## config.mk

```make
export PLATFORM = sky130hd
export DESIGN_NAME = sa_sequencer_flat
export DESIGN_NICKNAME = d
export VERILOG_FILES = /design/src/rtl/sa_sequencer_if.sv /design/src/rtl/sa_sequencer.sv /design/src/flat_wrapper.sv
export SDC_FILE = /design/constraint.sdc
export NUM_CORES = 1
export LEC_CHECK = 0
export ABC_CLOCK_PERIOD_IN_PS = 2900
export CAP_MARGIN = 20
export CELL_PAD_IN_SITES_DETAIL_PLACEMENT = 1
export CELL_PAD_IN_SITES_GLOBAL_PLACEMENT = 1
export CORE_ASPECT_RATIO = 1.25
export CORE_UTILIZATION = 40
export CTS_CLUSTER_SIZE = 8
export DETAILED_ROUTE_END_ITERATION = 10
export PLACE_DENSITY = 0.85
export SETUP_SLACK_MARGIN = 0.5
export SYNTH_ARGS = -nofsm -noshare
export SYNTH_HDL_FRONTEND = slang
export SYNTH_SLANG_ARGS = --single-unit
```

## constraint.sdc

```tcl
create_clock -name Clock -period 2.9 [get_ports Clock]
set_input_delay 0.435 -clock Clock [delete_from_list [all_inputs] [get_ports Clock]]
set_output_delay 0.435 -clock Clock [all_outputs]
set_load 0.05 [all_outputs]
```

## src/rtl/sa_sequencer_if.sv

```systemverilog
// Command/array bus of the run sequencer: UART byte strobe in, array control pulses out.
// No backpressure; the sequencer (slave) samples uart_* every cycle and drives the rest.
interface sa_sequencer_if;
  logic       uart_rw;
  logic [7:0] uart_in;
  logic       clear_acc;
  logic       shift;
  logic [3:0] feed_idx;
  logic       out_valid;
  logic       busy;
  logic       done;

  modport master (
    output uart_rw, uart_in,
    input  clear_acc, shift, feed_idx, out_valid, busy, done
  );

  modport slave (
    input  uart_rw, uart_in,
    output clear_acc, shift, feed_idx, out_valid, busy, done
  );
endinterface

```

## src/rtl/sa_sequencer.sv

```systemverilog
// Plays one systolic pass (clear, 2N-1 feed shifts, N drain shifts, done) per RUN byte; clear_acc 2 cycles after the byte.
// No backpressure: RUN while busy is ignored, ABORT cancels at once; all outputs registered.
module sa_sequencer #(
  parameter logic [7:0] RUN_ADDR   = 8'h03,
  parameter logic [7:0] ABORT_ADDR = 8'h04,
  parameter int         SA_SIZE    = 4,
  parameter int         SHIFT_GAP  = 4
) (
  input logic           Clock,
  input logic           rst,
  sa_sequencer_if.slave bus
);

  if (SA_SIZE < 2 || SA_SIZE > 5) begin : g_bad_size
    $error("sa_sequencer: SA_SIZE must be 2..5 so feed_idx fits in 4 bits");
  end
  if (SHIFT_GAP < 1 || SHIFT_GAP > 15) begin : g_bad_gap
    $error("sa_sequencer: SHIFT_GAP must be 1..15");
  end

  localparam logic [3:0] FEED_LAST  = 4'(2 * SA_SIZE - 2);
  localparam logic [3:0] LAST_IDX   = 4'(3 * SA_SIZE - 2);
  localparam logic [3:0] GAP_RELOAD = 4'(SHIFT_GAP - 1);

  typedef enum logic [2:0] {S_IDLE, S_CLEAR, S_FEED, S_DRAIN, S_DONE} state_t;

  state_t     state_q, state_d;
  logic [3:0] step_q, step_d, step_nxt;
  logic [3:0] cnt_q, cnt_d;
  logic       run_q, run_qq, abort_q, abort_qq;
  logic       run_start, abort_start;
  logic       clear_q, clear_d, shift_q, shift_d, ov_q, ov_d, busy_q, done_q, done_d;
  logic [3:0] idx_q, idx_d;

  // Hits are registered first, so a held byte produces a single start pulse.
  assign run_start   = run_q & ~run_qq;
  assign abort_start = abort_q & ~abort_qq;
  assign step_nxt    = step_q + 4'd1;

  always_comb begin
    state_d = state_q;
    step_d  = step_q;
    cnt_d   = cnt_q;
    clear_d = 1'b0;
    shift_d = 1'b0;
    idx_d   = 4'd0;
    ov_d    = 1'b0;
    done_d  = 1'b0;
    if (abort_start) begin
      state_d = S_IDLE;
      step_d  = 4'd0;
      cnt_d   = 4'd0;
    end else begin
      case (state_q)
        S_IDLE: begin
          if (run_start) begin
            state_d = S_CLEAR;
            clear_d = 1'b1;
          end
        end
        S_CLEAR: begin
          state_d = S_FEED;
          shift_d = 1'b1;
          step_d  = 4'd0;
          cnt_d   = GAP_RELOAD;
        end
        S_FEED, S_DRAIN: begin
          if (cnt_q != 4'd0) begin
            cnt_d = cnt_q - 4'd1;
          end else if (step_q == LAST_IDX) begin
            state_d = S_DONE;
            done_d  = 1'b1;
          end else begin
            step_d  = step_nxt;
            shift_d = 1'b1;
            idx_d   = step_nxt;
            cnt_d   = GAP_RELOAD;
            ov_d    = (step_nxt > FEED_LAST);
            state_d = (step_nxt > FEED_LAST) ? S_DRAIN : S_FEED;
          end
        end
        S_DONE:  state_d = S_IDLE;
        default: state_d = S_IDLE;
      endcase
    end
  end

  always_ff @(posedge Clock) begin
    if (rst) begin
      state_q  <= S_IDLE;
      step_q   <= 4'd0;
      cnt_q    <= 4'd0;
      run_q    <= 1'b0;
      run_qq   <= 1'b0;
      abort_q  <= 1'b0;
      abort_qq <= 1'b0;
      clear_q  <= 1'b0;
      shift_q  <= 1'b0;
      idx_q    <= 4'd0;
      ov_q     <= 1'b0;
      busy_q   <= 1'b0;
      done_q   <= 1'b0;
    end else begin
      state_q  <= state_d;
      step_q   <= step_d;
      cnt_q    <= cnt_d;
      run_q    <= bus.uart_rw && (bus.uart_in == RUN_ADDR);
      run_qq   <= run_q;
      abort_q  <= bus.uart_rw && (bus.uart_in == ABORT_ADDR);
      abort_qq <= abort_q;
      clear_q  <= clear_d;
      shift_q  <= shift_d;
      idx_q    <= idx_d;
      ov_q     <= ov_d;
      busy_q   <= (state_d != S_IDLE);
      done_q   <= done_d;
    end
  end

  assign bus.clear_acc = clear_q;
  assign bus.shift     = shift_q;
  assign bus.feed_idx  = idx_q;
  assign bus.out_valid = ov_q;
  assign bus.busy      = busy_q;
  assign bus.done      = done_q;

endmodule
```

## src/flat_wrapper.sv

```systemverilog
// flat-port wrapper written by rule: the top's interface ports become plain ports
module sa_sequencer_flat 
#(
  parameter logic [7:0] RUN_ADDR   = 8'h03,
  parameter logic [7:0] ABORT_ADDR = 8'h04,
  parameter int         SA_SIZE    = 4,
  parameter int         SHIFT_GAP  = 4
)
  (Clock, rst, bus_uart_rw, bus_uart_in, bus_clear_acc, bus_shift, bus_feed_idx, bus_out_valid, bus_busy, bus_done);
  sa_sequencer_if bus_i ();
  input logic Clock;
  input logic rst;
  input wire logic [$bits(bus_i.uart_rw)-1:0] bus_uart_rw;
  input wire logic [$bits(bus_i.uart_in)-1:0] bus_uart_in;
  output wire logic [$bits(bus_i.clear_acc)-1:0] bus_clear_acc;
  output wire logic [$bits(bus_i.shift)-1:0] bus_shift;
  output wire logic [$bits(bus_i.feed_idx)-1:0] bus_feed_idx;
  output wire logic [$bits(bus_i.out_valid)-1:0] bus_out_valid;
  output wire logic [$bits(bus_i.busy)-1:0] bus_busy;
  output wire logic [$bits(bus_i.done)-1:0] bus_done;
  assign bus_i.uart_rw = bus_uart_rw;
  assign bus_i.uart_in = bus_uart_in;
  assign bus_clear_acc = bus_i.clear_acc;
  assign bus_shift = bus_i.shift;
  assign bus_feed_idx = bus_i.feed_idx;
  assign bus_out_valid = bus_i.out_valid;
  assign bus_busy = bus_i.busy;
  assign bus_done = bus_i.done;
  sa_sequencer #(.RUN_ADDR(RUN_ADDR), .ABORT_ADDR(ABORT_ADDR), .SA_SIZE(SA_SIZE), .SHIFT_GAP(SHIFT_GAP)) u_core (.Clock(Clock), .rst(rst), .bus(bus_i));
endmodule
```

* Word level (Yosys, flattened, before mapping) *
Index checks and enable logic that the tools add are counted.

operators by class
  muxes and demuxes = 17
  bitwise logic cells = 6
  eq/ne operators = 9
  add/sub/neg operators = 2
  order comparisons = 1
  reductions and logical operators = 13

operators with widths
  cell                                                            number
  two-way mux 4 bit                                               4
  one-hot mux 4 bit (2 select lines)                              2
  two-way mux 3 bit                                               4
  one-hot mux 3 bit (3 select lines)                              1
  equality test 8 x 2 -> 1 bit (second input constant)            1
  equality test 8 x 3 -> 1 bit (second input constant)            1
  equality test 3 x 2 -> 1 bit (second input constant)            2
  two-way mux 1 bit                                               5
  OR reduction 5 bit                                              1
  adder 4 x 1 -> 4 bit (second input constant)                    1
  equality test 4 bit (second input constant)                     1
  greater-than comparator 4 x 3 -> 1 bit (second input constant)  1
  != test 2 bit (second input constant)                           2
  NOT 1 bit                                                       4
  nonzero test 4 bit                                              1
  OR reduction 2 bit                                              2
  OR reduction 4 bit                                              1
  subtractor 4 x 1 -> 4 bit (second input constant)               1
  equality test 3 x 1 -> 1 bit (second input constant)            1
  logical NOT 3 bit                                               1
  != test 3 x 2 -> 1 bit (second input constant)                  1
  AND reduction 3 bit                                             1
  nonzero test 3 bit                                              1
  OR reduction 3 bit                                              1
  other kinds (5)                                                 7

word-level totals
  bits in registers = 24
  input port bits = 11
  word-level logic and storage cells = 61

* Longest topological paths before layout *
  depth after elaboration = 8
  depth in mapped cells = 7

* Least setup slack after synthesis *
No wires, ideal clock.

  path type = reg-to-reg
  start = reg u_core.step_q[0]
  end = reg u_core.cnt_q[3]
  setup slack = 1.319 ns
  data required time = 2.830 ns
  cell stages (with the launch flop) = 7
  clock period less this slack = 1.581 ns
  arrival = 1.511 ns
  path through = dfxtp_1 > inv_1 > ha_1 > and3b_4 > a31o_1 > or3_1 > a21oi_1

on the way
  word-level cells in the longest chain between the ends = 3

ends and longest elaborated chain
  element                           RTL line             RTL
  start, declared                   sa_sequencer.sv:28   logic [3:0] step_q, step_d, step_nxt;
  start signal, assigned            sa_sequencer.sv:105  step_q <= step_d;
  equality test 4 bit               sa_sequencer.sv:70   end else if (step_q == LAST_IDX) begin
  != test 3 x 2 -> 1 bit (no line)  n/a
  AND reduction 2 bit (no line)     n/a
  end signal, assigned              sa_sequencer.sv:106  cnt_q <= cnt_d;
  end, declared                     sa_sequencer.sv:29   logic [3:0] cnt_q, cnt_d;

Every way passes these cells.
A chain may end at the register's enable or synchronous reset.

* Worst setup path after layout *
  start = reg u_core.shift_q, in the netlist u_core.bus.shift
  end = out bus_shift

RTL lines
  element                 RTL line             RTL
  start, declared         sa_sequencer.sv:32   logic clear_q, clear_d, shift_q, shift_d, ov_q, ov_d, busy_q, done_q, done_d;
  start signal, assigned  sa_sequencer.sv:112  shift_q <= shift_d;
  end, declared           flat_wrapper.sv:16   output wire logic [$bits(bus_i.shift)-1:0] bus_shift;

No word-level cell between the ends.

==> metrics <==
Worst Tran Pin Value=0.5080 ns; CP Buf/Inv Count=1; required time of the critical path=around 2.5 ns; Pleak=0.4570 nW; vias in the first global route=908; CP arrival=between 1 and 1.5 ns; Root Driver=clkbuf_4; area occupied by multi-input gates=510.5 um^2; Final nets=146; min-delay worst type=reg2reg; sequential cell area=480.5 um^2; fin crit share=65.48%; die height=between 50 and 60 um; Area Growth Syn to Fin=26.68%; Slew Limit Headroom=66.03%; Critical Path End Type=output pin; Synth cell types=33; routed vias=876; CTS clk-pin slew, worst paths=0.14 ns; Final Max Slew Viols=0; Hold Vio Cnt, Final=0; Worst path max stage delay=0.80 ns; Total Power=0.5999 mW; Max-Cap Viols=0; reg2reg setup slack=1.02 ns; number of gates resized after CTS=0; ys async rst share=0%; grt ovf=0; Post-DP HPWL=1.757 mm; worst-path cell chain=clkdlybuf4s50_1; Critical-path top delay cell=clkdlybuf4s50_1; Die ar.=2776 um^2; Top delay family on crit path=buffers and inverters; EDFF count, synth=0; RSZ-0062 raised after global routing=false; port bufs=19; worst skew pair latency=about 0.32 ns; ant diodes=0; hold buffer count at CTS=0; Post-CTS Setup Bufs=0; CP Max Fanout=1; Most used DFF post-synth=dfxtp_1; fin crit period=~1.9 ns; status=finished clean; Starting DRT DRC Count=7; Layout fillers=approximately 280; clk sink count=24; Starting Density=between 40% and 50%; clk buf depth=2; initial antenna violation count=0; number of warnings issued by yosys=0; vias per inst=between 5 and 6; power per cell area=around 460 nW/um^2; Fmax=0.5266 GHz; antenna viol nets, final=0; largest net degree at the start of global routing=15; Placer Congestion=0.7297; ratio of cells with drive above 1 in the final layout=7.752%; CTS H-tree depth=1; skew final=0.001634 ns; Pre-Repair DR Iteration Count=4; Syn Area/Cell=9.511 um^2; drt drc=0; Final setup viols=0; Critical Path Start Type=flip-flop; WS Path Type=reg2out; Routed WL=2.412 mm; Die Span X=between 40 and 50 um; num rows=20; register area share after synthesis=around 47%; Total GRT Usage=19.89%; Synth Register Bits=24; routed length per instance=14.89 um; Post-Syn Instances=108; setup_tns=0 ns; Num CTS Buffers=3; Peak VDD IR=0.2747 mV; TritonCTS clock tree=built; Ports=20; Mapped Area=1027 um^2; Post-Syn Nets=approximately 120; first-pass GRT wire length=3.926 mm; Placeable Area=2427 um^2
[final timing paths]
| path | cells after the start | from | end |
|---|---|---|---|
| setup / recovery | 1 | u_core.bus.shift | bus_shift |
| hold / removal | 1 | u_core.run_q | u_core.run_qq |
| setup reg to reg | 6 | u_core.step_q[0] | u_core.step_q[1] |
| hold reg to reg | 1 | u_core.run_q | u_core.run_qq |
[per-stage QoR]
| step | cell area (um^2) | hold WS [ns] | cells | setup WS [ns] | util, % |
|---|---|---|---|---|---|
| after floorplan | 1027 | 0.4392 | 108 | 1.319 | - |
| after global placement | 1249 | 0.4834 | 158 | 0.9731 | 51.44 |
| after detailed placement | 1249 | 0.4712 | 158 | 0.9069 | 51.44 |
| after CTS | 1301 | 0.4929 | 162 | 0.9797 | 53.61 |
| after global routing | 1301 | 0.5161 | 162 | 0.8465 | 53.61 |
| final | 1301 | 0.4874 | 162 | 1.001 | 53.61 |
[flip-flops by register name, indices dropped and copies added (netlist names)]
register,count
u_core.bus.feed_idx,4
u_core.cnt_q,4
u_core.step_q,4
u_core.state_q,3
u_core.abort_q,1
u_core.abort_qq,1
u_core.bus.busy,1
u_core.bus.clear_acc,1
u_core.bus.done,1
u_core.bus.out_valid,1
u_core.bus.shift,1
u_core.run_q,1
u_core.run_qq,1
[power by group]
| group | switching [mW] | leakage [nW] | internal, mW |
|---|---|---|---|
| combinational | 0.00921 | 0.236 | 0.0147 |
| clock | 0.106 | 0.0279 | 0.140 |
| sequential | 0.000214 | 0.193 | 0.330 |
| total | 0.115 | 0.457 | 0.484 |
[cell type report]
| cell class | instances | area share (%) |
|---|---|---|
| clock buffers | 3 | 1.731 |
| clock inverters | 1 | 2.308 |
| flip-flops and latches | 24 | 36.92 |
| repair buffers | 19 | 14.62 |
| well taps | 33 | 3.173 |
| inverters | 7 | 2.019 |
| multi-input cells | 75 | 39.23 |
[cell families (layout without fill, tap and decap cells)]
logic type      count (synthesis)  after routing  synth area share, %
compound gates                 24             24                16.93
xor+xnor                        3              3                2.558
fa+ha+maj                       5              5                6.090
buf+inv                         9             30                3.533
flops                          24             24                46.77
simple gates                   43             43                24.12
[cells in the mapped netlist, types with 2 or more instances]
cell / instances / area share [%]
a31oi_1: 5 / 3.0
ha_1: 5 / 6.1
nor2_1: 11 / 4.0
o22ai_1: 2 / 1.2
dfxtp_1: 24 / 47
nor3_1: 7 / 3.4
nor4b_1: 2 / 1.7
nor2b_1: 5 / 3.0
a21oi_1: 4 / 1.9
or3_1: 3 / 1.8
nand2_1: 6 / 2.2
buf_2: 2 / 0.97
o21bai_1: 2 / 1.5
a311oi_1: 3 / 2.6
inv_1: 7 / 2.6
xnor2_1: 3 / 2.6
[cell usage in the layout, fill, tap and decap left out, types with 4 or more instances in the layout]
master           netlist  layout
a21oi_1                4       4
a31oi_1                5       5
clkdlybuf4s50_1        0      19
dfxtp_1               24      24
ha_1                   5       5
inv_1                  7       7
nand2_1                6       6
nor2_1                11      11
nor2b_1                5       5
nor3_1                 7       7
[metal layers]
metal	GRT usage [%]	share of wire, %	up-vias
met4	6.122	0.87	0
met3	2.761	2.4	4
met1	21.46	40	427
met2	37.57	57	18
li1	-	-	427
met5	0	0	-
Note: power is estimated with default switching activity, not from simulation.
